## src/rtl/cache_mem_write_buffer_bridge_if.sv

```systemverilog
// Bundle of the cache-side request port and the data_memory command port of
// the write-buffer bridge. The bridge uses the slave view; its environment uses master.
interface cache_mem_write_buffer_bridge_if #(
    parameter int DATA_WIDTH = 32,
    parameter int ADDR_WIDTH = 32
);
    logic                  read_mem;
    logic                  write_mem;
    logic [ADDR_WIDTH-1:0] addr_mem;
    logic [DATA_WIDTH-1:0] wdata_mem;
    logic [DATA_WIDTH-1:0] rdata_mem;
    logic                  ready_mem;
    logic                  mem_rd_en;
    logic                  mem_wr_en;
    logic [ADDR_WIDTH-1:0] mem_address;
    logic [DATA_WIDTH-1:0] mem_wr_data;
    logic [DATA_WIDTH-1:0] mem_rd_data;
    logic                  mem_ready;
    logic                  wbuf_full;
    logic                  wbuf_empty;

    modport slave (
        input  read_mem, write_mem, addr_mem, wdata_mem, mem_rd_data, mem_ready,
        output rdata_mem, ready_mem, mem_rd_en, mem_wr_en, mem_address, mem_wr_data,
               wbuf_full, wbuf_empty
    );

    modport master (
        output read_mem, write_mem, addr_mem, wdata_mem, mem_rd_data, mem_ready,
        input  rdata_mem, ready_mem, mem_rd_en, mem_wr_en, mem_address, mem_wr_data,
               wbuf_full, wbuf_empty
    );
endinterface

```

## src/rtl/cache_mem_write_buffer_bridge.sv

```systemverilog
// Write-buffered bridge from the cache memory port to data_memory: posted writes drain
// in order through a FIFO, reads use a full handshake. Define WBUF_FWD_EN for read forwarding.
module cache_mem_write_buffer_bridge #(
    parameter int DATA_WIDTH = 32,
    parameter int ADDR_WIDTH = 32,
    parameter int WBUF_DEPTH = 4
) (
    input logic                            clk,
    input logic                            reset,
    cache_mem_write_buffer_bridge_if.slave bus
);
    localparam int PTR_W = $clog2(WBUF_DEPTH);
    localparam int CNT_W = PTR_W + 1;

    typedef enum logic [1:0] {ST_IDLE, ST_WR, ST_RD, ST_GAP} state_t;

    state_t                state_q, state_d;
    logic [PTR_W-1:0]      wr_ptr_q, wr_ptr_d;
    logic [PTR_W-1:0]      rd_ptr_q, rd_ptr_d;
    logic [CNT_W-1:0]      count_q, count_d;
    logic                  ready_mem_q, ready_mem_d;
    logic [DATA_WIDTH-1:0] rdata_mem_q, rdata_mem_d;
    logic                  mem_rd_en_q, mem_rd_en_d;
    logic                  mem_wr_en_q, mem_wr_en_d;
    logic [ADDR_WIDTH-1:0] mem_address_q, mem_address_d;
    logic [DATA_WIDTH-1:0] mem_wr_data_q, mem_wr_data_d;

    logic [ADDR_WIDTH-1:0] buf_addr_q [WBUF_DEPTH];
    logic [DATA_WIDTH-1:0] buf_data_q [WBUF_DEPTH];

    logic full, empty, push, pop, rd_req;

    assign full   = (count_q == CNT_W'(WBUF_DEPTH));
    assign empty  = (count_q == '0);
    assign pop    = (state_q == ST_WR) && bus.mem_ready;
    // Requests are ignored while the completion pulse is out, so a held level is not taken twice.
    assign rd_req = bus.read_mem && !bus.write_mem && !ready_mem_q;
    // Blocked in RD so a write acknowledge can never merge with a read completion pulse.
    assign push   = bus.write_mem && !ready_mem_q && (state_q != ST_RD) && (!full || pop);

`ifdef WBUF_FWD_EN
    logic                  fwd_hit;
    logic [DATA_WIDTH-1:0] fwd_data;
    logic                  fwd_take;

    // Walk oldest to newest so the newest matching entry wins.
    always_comb begin
        fwd_hit  = 1'b0;
        fwd_data = '0;
        for (int i = 0; i < WBUF_DEPTH; i++) begin
            if ((CNT_W'(i) < count_q) &&
                (buf_addr_q[rd_ptr_q + PTR_W'(i)] == bus.addr_mem)) begin
                fwd_hit  = 1'b1;
                fwd_data = buf_data_q[rd_ptr_q + PTR_W'(i)];
            end
        end
    end

    // A hit needs no memory access, so it is served in any state except an active read.
    assign fwd_take = rd_req && fwd_hit && (state_q != ST_RD);
`endif

    always_comb begin
        state_d       = state_q;
        ready_mem_d   = 1'b0;
        rdata_mem_d   = rdata_mem_q;
        mem_rd_en_d   = mem_rd_en_q;
        mem_wr_en_d   = mem_wr_en_q;
        mem_address_d = mem_address_q;
        mem_wr_data_d = mem_wr_data_q;
        wr_ptr_d      = push ? wr_ptr_q + 1'b1 : wr_ptr_q;
        rd_ptr_d      = pop ? rd_ptr_q + 1'b1 : rd_ptr_q;
        count_d       = count_q + CNT_W'(push) - CNT_W'(pop);

        case (state_q)
            ST_IDLE: begin
`ifdef WBUF_FWD_EN
                if (fwd_take) begin
                    state_d = ST_IDLE;
                end else if (rd_req) begin
`else
                if (rd_req && empty) begin
`endif
                    state_d       = ST_RD;
                    mem_rd_en_d   = 1'b1;
                    mem_address_d = bus.addr_mem;
                end else if (!empty) begin
                    state_d       = ST_WR;
                    mem_wr_en_d   = 1'b1;
                    mem_address_d = buf_addr_q[rd_ptr_q];
                    mem_wr_data_d = buf_data_q[rd_ptr_q];
                end
            end
            ST_WR: begin
                if (bus.mem_ready) begin
                    mem_wr_en_d = 1'b0;
                    state_d     = ST_GAP;
                end
            end
            ST_RD: begin
                if (bus.mem_ready) begin
                    mem_rd_en_d = 1'b0;
                    rdata_mem_d = bus.mem_rd_data;
                    ready_mem_d = 1'b1;
                    state_d     = ST_GAP;
                end
            end
            default: state_d = ST_IDLE;
        endcase

`ifdef WBUF_FWD_EN
        if (fwd_take) begin
            rdata_mem_d = fwd_data;
            ready_mem_d = 1'b1;
        end
`endif
        if (push) begin
            ready_mem_d = 1'b1;
        end
    end

    always_ff @(posedge clk or posedge reset) begin
        if (reset) begin
            state_q       <= ST_IDLE;
            wr_ptr_q      <= '0;
            rd_ptr_q      <= '0;
            count_q       <= '0;
            ready_mem_q   <= 1'b0;
            rdata_mem_q   <= '0;
            mem_rd_en_q   <= 1'b0;
            mem_wr_en_q   <= 1'b0;
            mem_address_q <= '0;
            mem_wr_data_q <= '0;
        end else begin
            state_q       <= state_d;
            wr_ptr_q      <= wr_ptr_d;
            rd_ptr_q      <= rd_ptr_d;
            count_q       <= count_d;
            ready_mem_q   <= ready_mem_d;
            rdata_mem_q   <= rdata_mem_d;
            mem_rd_en_q   <= mem_rd_en_d;
            mem_wr_en_q   <= mem_wr_en_d;
            mem_address_q <= mem_address_d;
            mem_wr_data_q <= mem_wr_data_d;
        end
    end

    // Entry storage carries no reset; validity is tracked by the pointers and count.
    always_ff @(posedge clk) begin
        if (push) begin
            buf_addr_q[wr_ptr_q] <= bus.addr_mem;
            buf_data_q[wr_ptr_q] <= bus.wdata_mem;
        end
    end

    assign bus.rdata_mem   = rdata_mem_q;
    assign bus.ready_mem   = ready_mem_q;
    assign bus.mem_rd_en   = mem_rd_en_q;
    assign bus.mem_wr_en   = mem_wr_en_q;
    assign bus.mem_address = mem_address_q;
    assign bus.mem_wr_data = mem_wr_data_q;
    assign bus.wbuf_full   = full;
    assign bus.wbuf_empty  = empty;
endmodule
```

## src/flat_wrapper.sv

```systemverilog
// flat-port wrapper written by rule: the top's interface ports become plain ports
module cache_mem_write_buffer_bridge_flat 
#(
    parameter int DATA_WIDTH = 32,
    parameter int ADDR_WIDTH = 32,
    parameter int WBUF_DEPTH = 4
)
  (clk, reset, bus_read_mem, bus_write_mem, bus_addr_mem, bus_wdata_mem, bus_mem_rd_data, bus_mem_ready, bus_rdata_mem, bus_ready_mem, bus_mem_rd_en, bus_mem_wr_en, bus_mem_address, bus_mem_wr_data, bus_wbuf_full, bus_wbuf_empty);
  cache_mem_write_buffer_bridge_if #(.DATA_WIDTH(DATA_WIDTH), .ADDR_WIDTH(ADDR_WIDTH)) bus_i ();
  input logic clk;
  input logic reset;
  input wire logic [$bits(bus_i.read_mem)-1:0] bus_read_mem;
  input wire logic [$bits(bus_i.write_mem)-1:0] bus_write_mem;
  input wire logic [$bits(bus_i.addr_mem)-1:0] bus_addr_mem;
  input wire logic [$bits(bus_i.wdata_mem)-1:0] bus_wdata_mem;
  input wire logic [$bits(bus_i.mem_rd_data)-1:0] bus_mem_rd_data;
  input wire logic [$bits(bus_i.mem_ready)-1:0] bus_mem_ready;
  output wire logic [$bits(bus_i.rdata_mem)-1:0] bus_rdata_mem;
  output wire logic [$bits(bus_i.ready_mem)-1:0] bus_ready_mem;
  output wire logic [$bits(bus_i.mem_rd_en)-1:0] bus_mem_rd_en;
  output wire logic [$bits(bus_i.mem_wr_en)-1:0] bus_mem_wr_en;
  output wire logic [$bits(bus_i.mem_address)-1:0] bus_mem_address;
  output wire logic [$bits(bus_i.mem_wr_data)-1:0] bus_mem_wr_data;
  output wire logic [$bits(bus_i.wbuf_full)-1:0] bus_wbuf_full;
  output wire logic [$bits(bus_i.wbuf_empty)-1:0] bus_wbuf_empty;
  assign bus_i.read_mem = bus_read_mem;
  assign bus_i.write_mem = bus_write_mem;
  assign bus_i.addr_mem = bus_addr_mem;
  assign bus_i.wdata_mem = bus_wdata_mem;
  assign bus_i.mem_rd_data = bus_mem_rd_data;
  assign bus_i.mem_ready = bus_mem_ready;
  assign bus_rdata_mem = bus_i.rdata_mem;
  assign bus_ready_mem = bus_i.ready_mem;
  assign bus_mem_rd_en = bus_i.mem_rd_en;
  assign bus_mem_wr_en = bus_i.mem_wr_en;
  assign bus_mem_address = bus_i.mem_address;
  assign bus_mem_wr_data = bus_i.mem_wr_data;
  assign bus_wbuf_full = bus_i.wbuf_full;
  assign bus_wbuf_empty = bus_i.wbuf_empty;
  cache_mem_write_buffer_bridge #(.DATA_WIDTH(DATA_WIDTH), .ADDR_WIDTH(ADDR_WIDTH), .WBUF_DEPTH(WBUF_DEPTH)) u_core (.clk(clk), .reset(reset), .bus(bus_i));
endmodule
```

## config.mk

```make
export PLATFORM = sky130hd
export DESIGN_NAME = cache_mem_write_buffer_bridge_flat
export DESIGN_NICKNAME = d
export VERILOG_FILES = /design/src/rtl/cache_mem_write_buffer_bridge_if.sv /design/src/rtl/cache_mem_write_buffer_bridge.sv /design/src/flat_wrapper.sv
export SDC_FILE = /design/constraint.sdc
export NUM_CORES = 1
export LEC_CHECK = 0
export ABC_CLOCK_PERIOD_IN_PS = 6600
export CAP_MARGIN = 20
export CORE_UTILIZATION = 58
export CTS_CLUSTER_SIZE = 20
export DETAILED_ROUTE_END_ITERATION = 8
export HOLD_SLACK_MARGIN = 0.06
export PLACE_DENSITY = 0.85
export SYNTH_ARGS = -nofsm -noshare
export SYNTH_HDL_FRONTEND = slang
export SYNTH_SLANG_ARGS = --single-unit
```

## constraint.sdc

```tcl
create_clock -name clk -period 6.6 [get_ports clk]
set_input_delay 1.32 -clock clk [delete_from_list [all_inputs] [get_ports clk]]
set_output_delay 1.32 -clock clk [all_outputs]
set_load 0.02 [all_outputs]
```

==> results.tsv, run 1 <==
metric	value	unit
synth.most_common_cell	edfxtp_1	
p_leak	0.006029	uW
cts_made_buffers	36	
grt_pass1_vias	7653	
yosysUniqueCellTypes	30	
fin_tns_setup	0	ns
grtUsageTotal	24.91	%
die_y	155.6	microns
cp_slowest_cell	clkdlybuf4s50_1	
n_antenna_cell	0	
fin_crit	3.647	ns
start_util	59.68	%
clockPowerShare	23.2	%
critPathMaxFanout	30	
yosys.area_share.simple	2.049	%
area_growth_syn_to_layout	25.18	%
cpPeakStageDelay	0.70	ns
synth_top_family_by_area	multiplexers	
synth-adder-area-share	1.061	%
yosysSeqAreaShare	75.97	%
fin_nets	1014	
period_share	55.27	%
synth-edff-count	256	
netlist_top_cells_area	edfxtp_1 56%, dfrtp_1 20%, mux4_2 11%	
hold_buffers	0	
place_hpwl	16480	microns
cp.required	5.28	ns
comb_power_share	35.1	%
cts.sinks	364	
ir_worst_vdd	305.3	uV
p_int	5690	uW
power_per_cell_area	488.2	nW/um^2
synth_xor_area_share	0.3202	%
total_power	8359	uW
htree_levels	2	
power_switching_share	31.92	%
fin_skew	0.02071	ns
slew-limit-headroom	32.47	%
drv_slew	0	
final_hold_viol_count	0	
post-cts-setup-buffers	0	
row_count	55	
wl	29440	microns
cts_buffer_depth	3	
drtIter0Drc	623	
ios	202	
endpoint_kind	output pin	
synth_cells	691	
wl_per_cell	23.72	microns
drc	0	
synth_compound_area_share	3.092	%
ys_warn_count	0	
placeableCoreArea	22920	sq um
ys.flop_type	edfxtp_1	
tritoncts	done	
die-area	24200	sq um
worstSkewPairLatency	0.51	ns
gp_congestion	0.7121	
seqPwrFrac	41.8	%
switchingPower	2668	uW
vias	7256	
dr.pass1.iters	5	
setup_viol	0	
vias_per_cell	5.847	
synthArstFlopShare	29.67	%
fillers	1287	
hp-class	reg2reg	
ys_top_cells_by_count	256 x edfxtp_1, 108 x dfrtp_1, 65 x mux2_2	
die_w	155.6	microns
status	completed	
synthMuxAreaShare	15.89	%
rsz0062_at_grt	false	
tightest_slew	1.005	ns
clkTransAtPathRegs	0.06	ns
grt_max_degree	66	
yosys_register_bits	364	
drive_gt1_share	21.23	%
antenna_found_initial	1	
critPathLaunchType	flop	
fmax	0.2742	GHz
synth.largest_area_cell	edfxtp_1	
cts_resized	0	
syn_area_per_cell	19.79	sq um
cts_root_buffer	clkbuf_16	
synth_top_area_share	56.21	%
grt-ovfl-total	0	
portBuffers	201	
worstPathArrival	2.33	ns
grt_pass1_wl	44180	microns
cp_cell_sequence	nor3_2, buf_4, clkdlybuf4s50_1	
postRouteAntennaNets	0	
netlist_area	13680	sq um
max-cap-violations	0	
synth_nets	803	
path_class	reg2out	
-- power groups by stage --
stage / combinational [uW] / sequential, uW / clock (uW)
2_1_floorplan: 1500 / 3720 / 0
3_3_place_gp: 2800 / 3480 / 0
3_5_place_dp: 2870 / 3510 / 0
4_1_cts: 2920 / 3490 / 1960
5_1_grt: 3110 / 3560 / 2050
6_report: 2930 / 3490 / 1940
-- stage by stage --
| stage | std cells | setup WS (ns) | hold slack (ns) | instance area (sq um) | util [%] |
|---|---|---|---|---|---|
| 2_1_floorplan | 691 | 2.434 | 0.4986 | 13680 | - |
| 3_3_place_gp | 1176 | 2.859 | 0.4867 | 15990 | 69.78 |
| 3_5_place_dp | 1176 | 2.835 | 0.4917 | 15990 | 69.78 |
| 4_1_cts | 1240 | 2.968 | 0.5059 | 17090 | 74.59 |
| 5_1_grt | 1241 | 2.889 | 0.5121 | 17120 | 74.71 |
| 6_report | 1241 | 2.953 | 0.5015 | 17120 | 74.71 |
-- final cells by class --
| cell class | count | area [sq um] | area share (%) |
|---|---|---|---|
| timing repair buffer | 208 | 2085 | 12.18 |
| tap | 313 | 391.6 | 2.288 |
| clock inverter | 16 | 123.9 | 0.7235 |
| sequential | 364 | 10400 | 60.73 |
| inverter | 13 | 51.30 | 0.2996 |
| clock buffer | 48 | 977.2 | 5.708 |
| multi-input combinational | 279 | 3094 | 18.07 |
-- per-layer routing --
metal,up-vias,wire length [microns],GRT usage [%]
met2,349,15020,40.76
met1,3703,11530,33.56
met4,2,910,9.010
met3,66,1968,5.333
met5,-,12,0
li1,3136,-,-
-- placed cells by master (no fill, tap or decap), drive strengths merged, types with 14 or more instances in the layout --
master / synthesis / layout
nand2: 20 / 20
mux2: 65 / 65
nor2: 33 / 33
edfxtp: 256 / 256
clkdlybuf4s50: 0 / 201
mux4: 64 / 64
dfrtp: 108 / 108
o22ai: 26 / 26
clkbuf: 11 / 48
a21oi: 32 / 32
clkinv: 0 / 14
-- cells by family (layout without fill, tap and decap cells) --
kind of cell | Yosys count | count (layout)
AOI/OAI and AO/OA | 70 | 70
xor gates and xnor gates | 5 | 5
adders and majority gates | 11 | 11
buffers and inverters | 48 | 285
DFF | 364 | 364
muxes | 129 | 129
and+or+nand+nor | 64 | 64
-- final timing paths --
path,startpoint,endpoint,slack (ns),cells after the start
setup / recovery,u_core.count_q[1],bus_wbuf_empty,2.95,3
hold / removal,u_core.bus.mem_wr_data[20],u_core.bus.mem_wr_data[20],0.50,1
setup reg to reg,u_core.state_q[1],u_core.buf_data_q[3][20],3.77,5
hold reg to reg,u_core.bus.mem_wr_data[20],u_core.bus.mem_wr_data[20],0.50,1
max in group asynchronous,reset,u_core.bus.mem_wr_data[6],4.08,3
min in group asynchronous,reset,u_core.bus.rdata_mem[15],1.33,2
-- flip-flops by register name, indices dropped and copies added, names as in the netlist --
register / flops
u_core.buf_addr_q: 128
u_core.buf_data_q: 128
u_core.bus.mem_address: 32
u_core.bus.mem_rd_en: 1
u_core.bus.mem_wr_data: 32
u_core.bus.mem_wr_en: 1
u_core.bus.rdata_mem: 32
u_core.bus.ready_mem: 1
u_core.count_q: 3
u_core.rd_ptr_q: 2
u_core.state_q: 2
u_core.wr_ptr_q: 2
-- critical path: cells and delay by family, from the launching register on --
family / cells / cell delay (ns)
flip-flops: 1 / 0.48
buffers and inverters: 2 / 1.11
AND/OR/NAND/NOR: 1 / 0.21
Note: power is estimated with default switching activity, not from simulation.
==> inputs of run 2 (changes only) <==
--- a/config.mk
+++ b/config.mk
@@ -5,13 +5,13 @@
 export SDC_FILE = /design/constraint.sdc
 export NUM_CORES = 1
 export LEC_CHECK = 0
-export ABC_CLOCK_PERIOD_IN_PS = 6600
+export ABC_CLOCK_PERIOD_IN_PS = 3700
 export CAP_MARGIN = 20
-export CORE_UTILIZATION = 58
+export CORE_UTILIZATION = 54
 export CTS_CLUSTER_SIZE = 20
 export DETAILED_ROUTE_END_ITERATION = 8
 export HOLD_SLACK_MARGIN = 0.06
-export PLACE_DENSITY = 0.85
+export PLACE_DENSITY = 0.8
 export SYNTH_ARGS = -nofsm -noshare
 export SYNTH_HDL_FRONTEND = slang
 export SYNTH_SLANG_ARGS = --single-unit
==> constraint.sdc (replaced) <==
create_clock -name clk -period 3.7 [get_ports clk]
set_input_delay 0.74 -clock clk [delete_from_list [all_inputs] [get_ports clk]]
set_output_delay 0.74 -clock clk [all_outputs]
set_load 0.02 [all_outputs]
==> run 2 against run 1 <==
Net effect: die area increased by 7.3%; core utilization is 4.0 points lower; worst hold slack lost 0.029 ns; total power grew 81%; wire length decreased by 0.52%; non-clock buffer count grew 11.
==> results.tsv, run 2 (same netlist as run 1, synthesis figures left out) <==
metric	value	unit
cts_resized	0	
rr_worst_depth	4	
reg_top3	u_core.buf_addr_q x128, u_core.buf_data_q x128	
portBuffers	201	
area_growth_syn_to_layout	27.21	%
endpoint_kind	output pin	
die_w	161.1	microns
drv_slew	0	
cp_slowest_cell	clkdlybuf4s50_1	
final_cell_mix	256 x edfxtp_1, 201 x clkdlybuf4s50_1, 106 x dfrtp_1	
multi_input_area	3094	sq um
tritoncts	done	
dpl_cell_area	16180	sq um
final_cell_area	17400	sq um
row_count	57	
hp-class	in2async	
gp_congestion	0.7827	
max-cap-violations	0	
fmax	0.3519	GHz
power_per_cell_area	871.9	nW/um^2
cts_made_buffers	37	
busiest_layer	met2	
die_y	161.1	microns
dr.pass1.iters	6	
antenna_found_initial	2	
placeableCoreArea	24600	sq um
gr-usage-met3	5.008	%
critPathMaxFanout	6	
layout_commonest_cell	edfxtp_1	
grtUsageTotal	23.33	%
critPathLaunchType	flop	
setup_viol	0	
drc	0	
cts.sinks	364	
period_share	76.81	%
fin_tns_setup	0	ns
die-area	25970	sq um
tightest_slew	1.008	ns
crit_family	buffers and inverters	
worstReg2RegEnd	u_core.bus.mem_wr_data[0]	
fin_crit	2.842	ns
start_util	55.59	%
drtIter0Drc	572	
grt_pass1_wl	45350	microns
post-cts-setup-buffers	0	
regArea	10400	sq um
ios	202	
cts_buffer_depth	3	
grt-ovfl-total	0	
met2_usage	40.85	%
grt_max_degree	99	
place_hpwl	17180	microns
status	completed	
worstPathArrival	2.10	ns
slew-limit-headroom	32.80	%
reg2reg_slack	1.23	ns
path_buf_inv	1	
htree_levels	2	
fin_nets	1026	
cpPeakStageDelay	0.69	ns
fillers	1512	
ir_worst_vdd	529.4	uV
cp.required	2.96	ns
use_met1	29.12	%
hold_buffers	0	
vias	7224	
worstSkewPairLatency	0.52	ns
cp_cell_sequence	nor3_2, clkdlybuf4s50_1	
drive_gt1_share	22.69	%
grt_pass1_vias	7915	
postRouteAntennaNets	0	
rsz0062_at_grt	false	
p_leak	0.006155	uW
clkTransAtPathRegs	0.06	ns
setup.worst_path.start	u_core.count_q[1]	
r2r_start	u_core.count_q[1]	
vias_per_cell	5.693	
fin_skew	0.01369	ns
wl	29290	microns
final_hold_viol_count	0	
cts_root_buffer	clkbuf_16	
path_class	reg2out	
wl_per_cell	23.08	microns
## run 2: changes by cell type in the layout (fill, tap and decap cells not counted), moves of 2 or more
cell / previous run / this run
inv_6: 0 / 3
buf_12: 0 / 7
buf_4: 6 / 11
bufinv_16: 2 / 4
clkinv_1: 8 / 6
diode_2: 0 / 2
## run 2: worst max path at each step
stage | depth (start not counted) | slack, ns | end
after global routing | 2 | 0.74 | bus_wbuf_empty
after detailed placement | 6 | 0.72 | u_core.bus.mem_address[15]
after floorplan | 1 | 0.11 | u_core.bus.mem_address[0]
after CTS | 2 | 0.82 | bus_wbuf_empty
after global placement | 6 | 0.79 | u_core.bus.mem_address[2]
final | 2 | 0.86 | bus_wbuf_empty
## run 2: layout make-up
type,count,area share [%]
diodes,2,0.02877
clock buffers,48,5.617
clock inverters,20,1.338
inverters,13,0.2949
multi-input cells,279,17.79
flip-flops and latches,364,59.76
well taps,324,2.330
repair buffers,219,12.84
## run 2: metrics by stage
step / instances / util, % / total power [uW] / hold WS (ns) / setup slack, ns
floorplan: 691 / - / 9322 / 0.4986 / 0.1144
detailed placement: 1199 / 65.77 / 11530 / 0.4929 / 0.7153
global route: 1269 / 70.71 / 15850 / 0.4773 / 0.7361
global placement: 1199 / 65.77 / 11370 / 0.4866 / 0.7899
finish: 1269 / 70.71 / 15170 / 0.4722 / 0.8579
CTS: 1267 / 70.69 / 15320 / 0.4700 / 0.8187
## run 2: report_power, final
| part | internal [uW] | switching [uW] | total [uW] |
|---|---|---|---|
| clock network | 2170 | 1530 | 3710 |
| logic | 2680 | 2510 | 5190 |
| registers | 5510 | 759 | 6270 |
| total | 10400 | 4800 | 15200 |
## run 2: layer usage
layer | share of wire (%) | up-vias
li1 | - | 3165
met1 | 38 | 3752
met2 | 53 | 266
met3 | 6.3 | 41
met4 | 2.6 | 0
met5 | 0 | -
